## config.mk

```make
export PLATFORM = sky130hd
export DESIGN_NAME = id_code_rx
export DESIGN_NICKNAME = d
export VERILOG_FILES = /design/src/rtl/id_code_pkg.sv /design/src/rtl/id_code_rx_fifo.sv /design/src/rtl/id_code_rx.sv
export SDC_FILE = /design/constraint.sdc
export NUM_CORES = 1
export LEC_CHECK = 0
export BUFFER_PORTS_ARGS = -buffer_cell sky130_fd_sc_hd__buf_4
export CAP_MARGIN = 25
export CORE_MARGIN = 8
export CORE_UTILIZATION = 45
export DETAILED_ROUTE_END_ITERATION = 6
export GPL_ROUTABILITY_DRIVEN = 0
export PLACE_DENSITY = 0.75
export SETUP_SLACK_MARGIN = 0.2
export SYNTH_ARGS = -nofsm -noshare
export SYNTH_HDL_FRONTEND = slang
export SYNTH_SLANG_ARGS = --single-unit
```

## constraint.sdc

```tcl
create_clock -name clk -period 3.35 [get_ports clk]
set_input_delay 0.5025 -clock clk [delete_from_list [all_inputs] [get_ports clk]]
set_output_delay 0.5025 -clock clk [all_outputs]
set_load 0.01 [all_outputs]
```

## src/rtl/id_code_pkg.sv

```systemverilog
// Shared constants for the ID code link: code width, the encoder's
// source-ID -> code table and the receiver's code -> canonical-ID table.
// Code map (source IDs sharing a code decode to the lowest of them):
//   id 0 -> 0x1, ids 1-2 -> 0x3, ids 3-6 -> 0x7, ids 7-8 -> 0xF,
//   ids 9-10 -> 0x0, ids 11-15 -> 0x5. Every other code is illegal.
package id_code_pkg;

    localparam int CODE_W = 4;
    localparam int IDX_W  = 4;

    // Bit n set means code n can be produced by the encoder.
    localparam logic [15:0] CODE_LEGAL_MASK = 16'h80AB;

    // Encoder table: source ID to transmitted code.
    function automatic logic [CODE_W-1:0] id_encode(input logic [IDX_W-1:0] id);
        logic [CODE_W-1:0] code;
        case (id)
            4'h0:                   code = 4'h1;
            4'h1, 4'h2:             code = 4'h3;
            4'h3, 4'h4, 4'h5, 4'h6: code = 4'h7;
            4'h7, 4'h8:             code = 4'hF;
            4'h9, 4'hA:             code = 4'h0;
            default:                code = 4'h5;
        endcase
        return code;
    endfunction

    function automatic logic code_is_legal(input logic [CODE_W-1:0] code);
        return CODE_LEGAL_MASK[code];
    endfunction

    // Receiver table: legal code to the lowest source ID that produces it.
    function automatic logic [IDX_W-1:0] code_decode(input logic [CODE_W-1:0] code);
        logic [IDX_W-1:0] idx;
        case (code)
            4'h1:    idx = 4'h0;
            4'h3:    idx = 4'h1;
            4'h7:    idx = 4'h3;
            4'hF:    idx = 4'h7;
            4'h0:    idx = 4'h9;
            4'h5:    idx = 4'hB;
            default: idx = 4'h0;
        endcase
        return idx;
    endfunction

endpackage

```

## src/rtl/id_code_rx_fifo.sv

```systemverilog
// Synchronous FIFO holding decoded indices. Pushes are ignored when full and
// pops are ignored when empty, so a full FIFO never takes a same-cycle push
// even if it is also being popped. dout_o reads 0 while empty.
module id_code_rx_fifo #(
    parameter int DEPTH = 4,
    parameter int WIDTH = 4
) (
    input  logic             clk,
    input  logic             resetn,
    input  logic             push_i,
    input  logic             pop_i,
    input  logic [WIDTH-1:0] din_i,
    output logic [WIDTH-1:0] dout_o,
    output logic             full_o,
    output logic             empty_o
);

    localparam int AW = $clog2(DEPTH);
    localparam int CW = AW + 1;
    localparam logic [CW-1:0] DEPTH_CNT = CW'(DEPTH);

    logic [WIDTH-1:0] mem_q [DEPTH];
    logic [AW-1:0]    wr_ptr_q, wr_ptr_d;
    logic [AW-1:0]    rd_ptr_q, rd_ptr_d;
    logic [CW-1:0]    cnt_q, cnt_d;
    logic             do_push;
    logic             do_pop;

    assign full_o  = (cnt_q == DEPTH_CNT);
    assign empty_o = (cnt_q == '0);
    assign do_push = push_i & ~full_o;
    assign do_pop  = pop_i & ~empty_o;
    assign dout_o  = empty_o ? '0 : mem_q[rd_ptr_q];

    // Next pointers and occupancy; pointers wrap naturally at DEPTH.
    always_comb begin
        wr_ptr_d = wr_ptr_q;
        rd_ptr_d = rd_ptr_q;
        cnt_d    = cnt_q;
        if (do_push) begin
            wr_ptr_d = wr_ptr_q + AW'(1);
        end
        if (do_pop) begin
            rd_ptr_d = rd_ptr_q + AW'(1);
        end
        case ({do_push, do_pop})
            2'b10:   cnt_d = cnt_q + CW'(1);
            2'b01:   cnt_d = cnt_q - CW'(1);
            default: cnt_d = cnt_q;
        endcase
    end

    // Pointer and occupancy registers; reset discards all buffered entries.
    always_ff @(posedge clk or negedge resetn) begin
        if (!resetn) begin
            wr_ptr_q <= '0;
            rd_ptr_q <= '0;
            cnt_q    <= '0;
        end else begin
            wr_ptr_q <= wr_ptr_d;
            rd_ptr_q <= rd_ptr_d;
            cnt_q    <= cnt_d;
        end
    end

    // Storage write; contents are only visible through valid pointers.
    always_ff @(posedge clk) begin
        if (do_push) begin
            mem_q[wr_ptr_q] <= din_i;
        end
    end

endmodule

```

## src/rtl/id_code_rx.sv

```systemverilog
// ID code receiver: accepts encoded IDs, drops illegal codes, decodes legal
// ones to the canonical (lowest) source ID and buffers them in a FIFO.
// Illegal-code reporting (id_err pulse, saturating err_cnt, err_clr) is built
// only when ID_CODE_RX_ERR_EN is defined; otherwise those outputs are 0.
//
// Handshakes: a transfer happens on a rising edge where valid and ready are
// both high. Input side: id_ok & id_code_vld & id_code_rdy accepts a code
// (id_code_rdy does not depend on id_code_vld). Output side:
// idx_vld & idx_rdy pops; idx_out holds while idx_vld & ~idx_rdy.
module id_code_rx
    import id_code_pkg::*;
#(
    parameter int DEPTH = 4,
    parameter int CNT_W = 8
) (
    input  logic              clk,
    input  logic              resetn,
    input  logic              id_ok,
    input  logic [CODE_W-1:0] id_code,
    input  logic              id_code_vld,
    output logic              id_code_rdy,
    output logic [IDX_W-1:0]  idx_out,
    output logic              idx_vld,
    input  logic              idx_rdy,
    input  logic              err_clr,
    output logic              id_err,
    output logic [CNT_W-1:0]  err_cnt
);

    logic             fifo_full;
    logic             fifo_empty;
    logic             accept;
    logic             code_legal;
    logic             push;
    logic [IDX_W-1:0] decoded_idx;

    assign code_legal  = code_is_legal(id_code);
    assign decoded_idx = code_decode(id_code);
    assign accept      = id_ok & id_code_vld & ~fifo_full;
    assign push        = accept & code_legal;

    assign id_code_rdy = ~fifo_full;
    assign idx_vld     = ~fifo_empty;

    id_code_rx_fifo #(
        .DEPTH (DEPTH),
        .WIDTH (IDX_W)
    ) u_fifo (
        .clk     (clk),
        .resetn  (resetn),
        .push_i  (push),
        .pop_i   (idx_rdy),
        .din_i   (decoded_idx),
        .dout_o  (idx_out),
        .full_o  (fifo_full),
        .empty_o (fifo_empty)
    );

`ifdef ID_CODE_RX_ERR_EN
    localparam logic [CNT_W-1:0] CNT_MAX = '1;

    logic             illegal_acc;
    logic             id_err_q;
    logic [CNT_W-1:0] err_cnt_q, err_cnt_d;

    assign illegal_acc = accept & ~code_legal;

    // Next error count: clear wins, else saturating increment per dropped code.
    always_comb begin
        err_cnt_d = err_cnt_q;
        if (err_clr) begin
            err_cnt_d = '0;
        end else if (illegal_acc && (err_cnt_q != CNT_MAX)) begin
            err_cnt_d = err_cnt_q + CNT_W'(1);
        end
    end

    // Error pulse lags the accepted illegal code by one cycle.
    always_ff @(posedge clk or negedge resetn) begin
        if (!resetn) begin
            id_err_q  <= 1'b0;
            err_cnt_q <= '0;
        end else begin
            id_err_q  <= illegal_acc;
            err_cnt_q <= err_cnt_d;
        end
    end

    assign id_err  = id_err_q;
    assign err_cnt = err_cnt_q;
`else
    logic unused_err_clr;
    assign unused_err_clr = err_clr;
    assign id_err         = 1'b0;
    assign err_cnt        = '0;
`endif

endmodule

```

==> flow_metrics.py <==
metrics = {
    "outcome": {
        "status": "finished, final reports clean",
    },
    "power_and_ir_drop": {
        "vdd_ir_drop_max_mv": 0.460,
        "power_density_nw_per_um2": 680,
        "finalPower_mw": 0.900,
        "cellLeakagePower_nw": 0.559,
    },
    "global_route": {
        "grt_overflow": 0,
        "grt_pass1_vias": 608,
        "grt_start_max_net_pins": 14,
        "grt_pass1_wl_um": 2930,
        "track_usage_pct": 8.76,
        "grt_antenna_before_repair": 0,
    },
    "floorplan": {
        "die_area_um2": 4550,
        "dieWidth_um": 67.5,
        "rows": 18,
        "core_um2": 2500,
        "num_io_pins": 25,
        "start_util_pct": 47.7,
        "chipHeight_um": 67.5,
    },
    "clocking": {
        "cts.clk_slew.worst_paths_ns": 0.11,
        "cts_tree": "built",
        "cts.sinks": 23,
        "ctsResizeCount": 0,
        "clkLatencyLatePin_ns": 0.31,
        "cts_buffer_depth": 2,
        "numCtsBuffers": 3,
        "cts_root_buf": "clkbuf_4",
        "htree_levels": 1,
    },
    "finish": {
        "layout.cells.non_filler": 129,
        "fin_nets": 116,
        "area_growth_pct": 11.0,
        "fill_cells": 209,
        "postLayoutCellArea_um2": 1320,
        "n_antenna_cell": 0,
        "drive_gt1_share_pct": 32.3,
    },
    "worst_setup_path": {
        "cp.required_ns": 2.85,
        "cp.arrival_ns": 1.76,
        "end_kind": "primary output",
        "startpoint_type": "register",
        "critPathKind": "reg -> out",
        "regToRegSetupSlack_ns": 1.32,
        "crit_fanout": 6,
    },
    "routing": {
        "postRouteWirelength_um": 1830,
        "final_antenna_net_count": 0,
        "vias_per_cell": 4.79,
        "wire_per_inst_um": 14.2,
        "first_iter_violations": 17,
        "first_pass_iters": 4,
        "route.detailed.drc": 0,
        "vias": 618,
    },
    "synthesis": {
        "synth_cell_type_count": 29,
        "yosysSeqAreaShare_pct": 55.0,
        "synth_common_cells": "edfxtp_1, buf_4, dfrtp_1, inv_1, ha_1",
        "synth_warnings": 0,
        "syn_area_um2": 1190,
        "synth_seq_cells": 23,
        "ys.flop_type": "edfxtp_1",
        "synthTopCellsByArea": "edfxtp_1, dfrtp_1, buf_4",
        "avgSynthCellArea_um2": 14.5,
        "synth_cells": 82,
        "synthArstFlopShare_pct": 30.4,
        "synth_top_area_share_pct": 40.3,
        "yosysTopAreaCell": "edfxtp_1",
        "post-synth-top-count-cell": "edfxtp_1",
        "synth_edf_count": 16,
    },
    "job": {
        "max_cap_viol_count": 0,
    },
    "placed_design": {
        "hpwl_um": 1440,
        "placed_cell_area_um2": 1290,
        "io_buffers": 14,
        "dp_cells": 124,
    },
    "sta": {
        "setup_violations": 0,
        "finalHoldViolCount": 0,
        "rsz0062_at_grt": "false",
        "period_share_pct": 67.4,
        "fmax_mhz": 443,
        "setup_tns_ns": 0,
        "finClkSkew_ns": 0.00653,
        "finalCriticalPeriod_ns": 2.26,
        "worst_hold_slack_ns": 0.504,
        "drv_slew": 0,
    },
    "worst_hold_path": {
        "hold_path_class": "in -> reg",
    },
}
-- cells in the final DEF, fill, tap and decap left out, types with 2 or more instances in the layout --
| cell | n |
|---|---|
| edfxtp_1 | 16 |
| buf_4 | 14 |
| conb_1 | 9 |
| inv_1 | 7 |
| dfrtp_1 | 7 |
| ha_1 | 5 |
| and2_1 | 4 |
| xor2_1 | 4 |
| and2_2 | 4 |
| mux4_2 | 3 |
| xnor2_1 | 3 |
| clkbuf_4 | 3 |
| nor3_1 | 2 |
-- state kept, by name, indices dropped and copies added, names as in the netlist --
name / flops
u_fifo.wr_ptr_q: 2
u_fifo.rd_ptr_q: 2
u_fifo.mem_q: 16
u_fifo.cnt_q: 3
-- path summary, 6_finish.rpt --
path	from	to	cells after the start
min reg2reg	u_fifo.cnt_q[2]	u_fifo.cnt_q[2]	1
min	idx_rdy	u_fifo.rd_ptr_q[0]	3
max	u_fifo.rd_ptr_q[0]	idx_out[0]	3
max in group asynchronous	resetn	u_fifo.cnt_q[0]	2
min in group asynchronous	resetn	u_fifo.rd_ptr_q[0]	2
max reg2reg	u_fifo.cnt_q[0]	u_fifo.cnt_q[2]	10
-- cell families after synthesis --
family,after synthesis,share of synthesized area [%]
xor gates and xnor gates,7,5.14
AOI/OAI and AO/OA,3,2.52
DFF,23,55.0
other,1,0.314
and+or+nand+nor,17,9.55
adders and majority gates,7,7.77
buffers and inverters,17,8.81
muxes,7,10.9
-- per-layer routing --
layer  vias to the layer above  global-route usage, %  wire length, µm
li1                        303                      -                -
met4                         0                   5.48               26
met1                       292                   9.89              805
met2                        19                   14.4              879
met3                         4                   2.32              117
met5                         -                      0                0
-- critical path, cell delays in order, from the launching register on --
cell,delay (ns)
dfrtp_1,0.57
mux4_1,0.58
and2_1,0.17
buf_4,0.14
-- power by group --
group | leakage [nW] | switching (mW) | internal [mW]
logic | 0.312 | 0.155 | 0.201
registers | 0.229 | 0.0603 | 0.360
clock network | 0.0177 | 0.0793 | 0.0446
-- metrics by stage --
stage               setup WS [ns]  util [%]
global route                0.983      53.0
global placement             1.14      51.5
floorplan                    1.36         -
detailed placement           1.11      51.5
CTS                          1.05      53.0
finish                       1.09      53.0
-- layout make-up --
type,instances,area (µm²),share of cell area [%]
inverter,7,26.3,1.98
clock buffer,3,22.5,1.70
multi-input combinational,50,462,34.9
tap,30,37.5,2.84
clock inverter,1,5.00,0.378
timing repair buffer,15,115,8.70
sequential,23,656,49.5
-- timing repair --
action | in CTS | in global routing
setup buffers | 0 | 0
hold buffers | 1 | 0
endpoints found under the hold margin | 7 | 0
(Power assumes the default switching activity.)
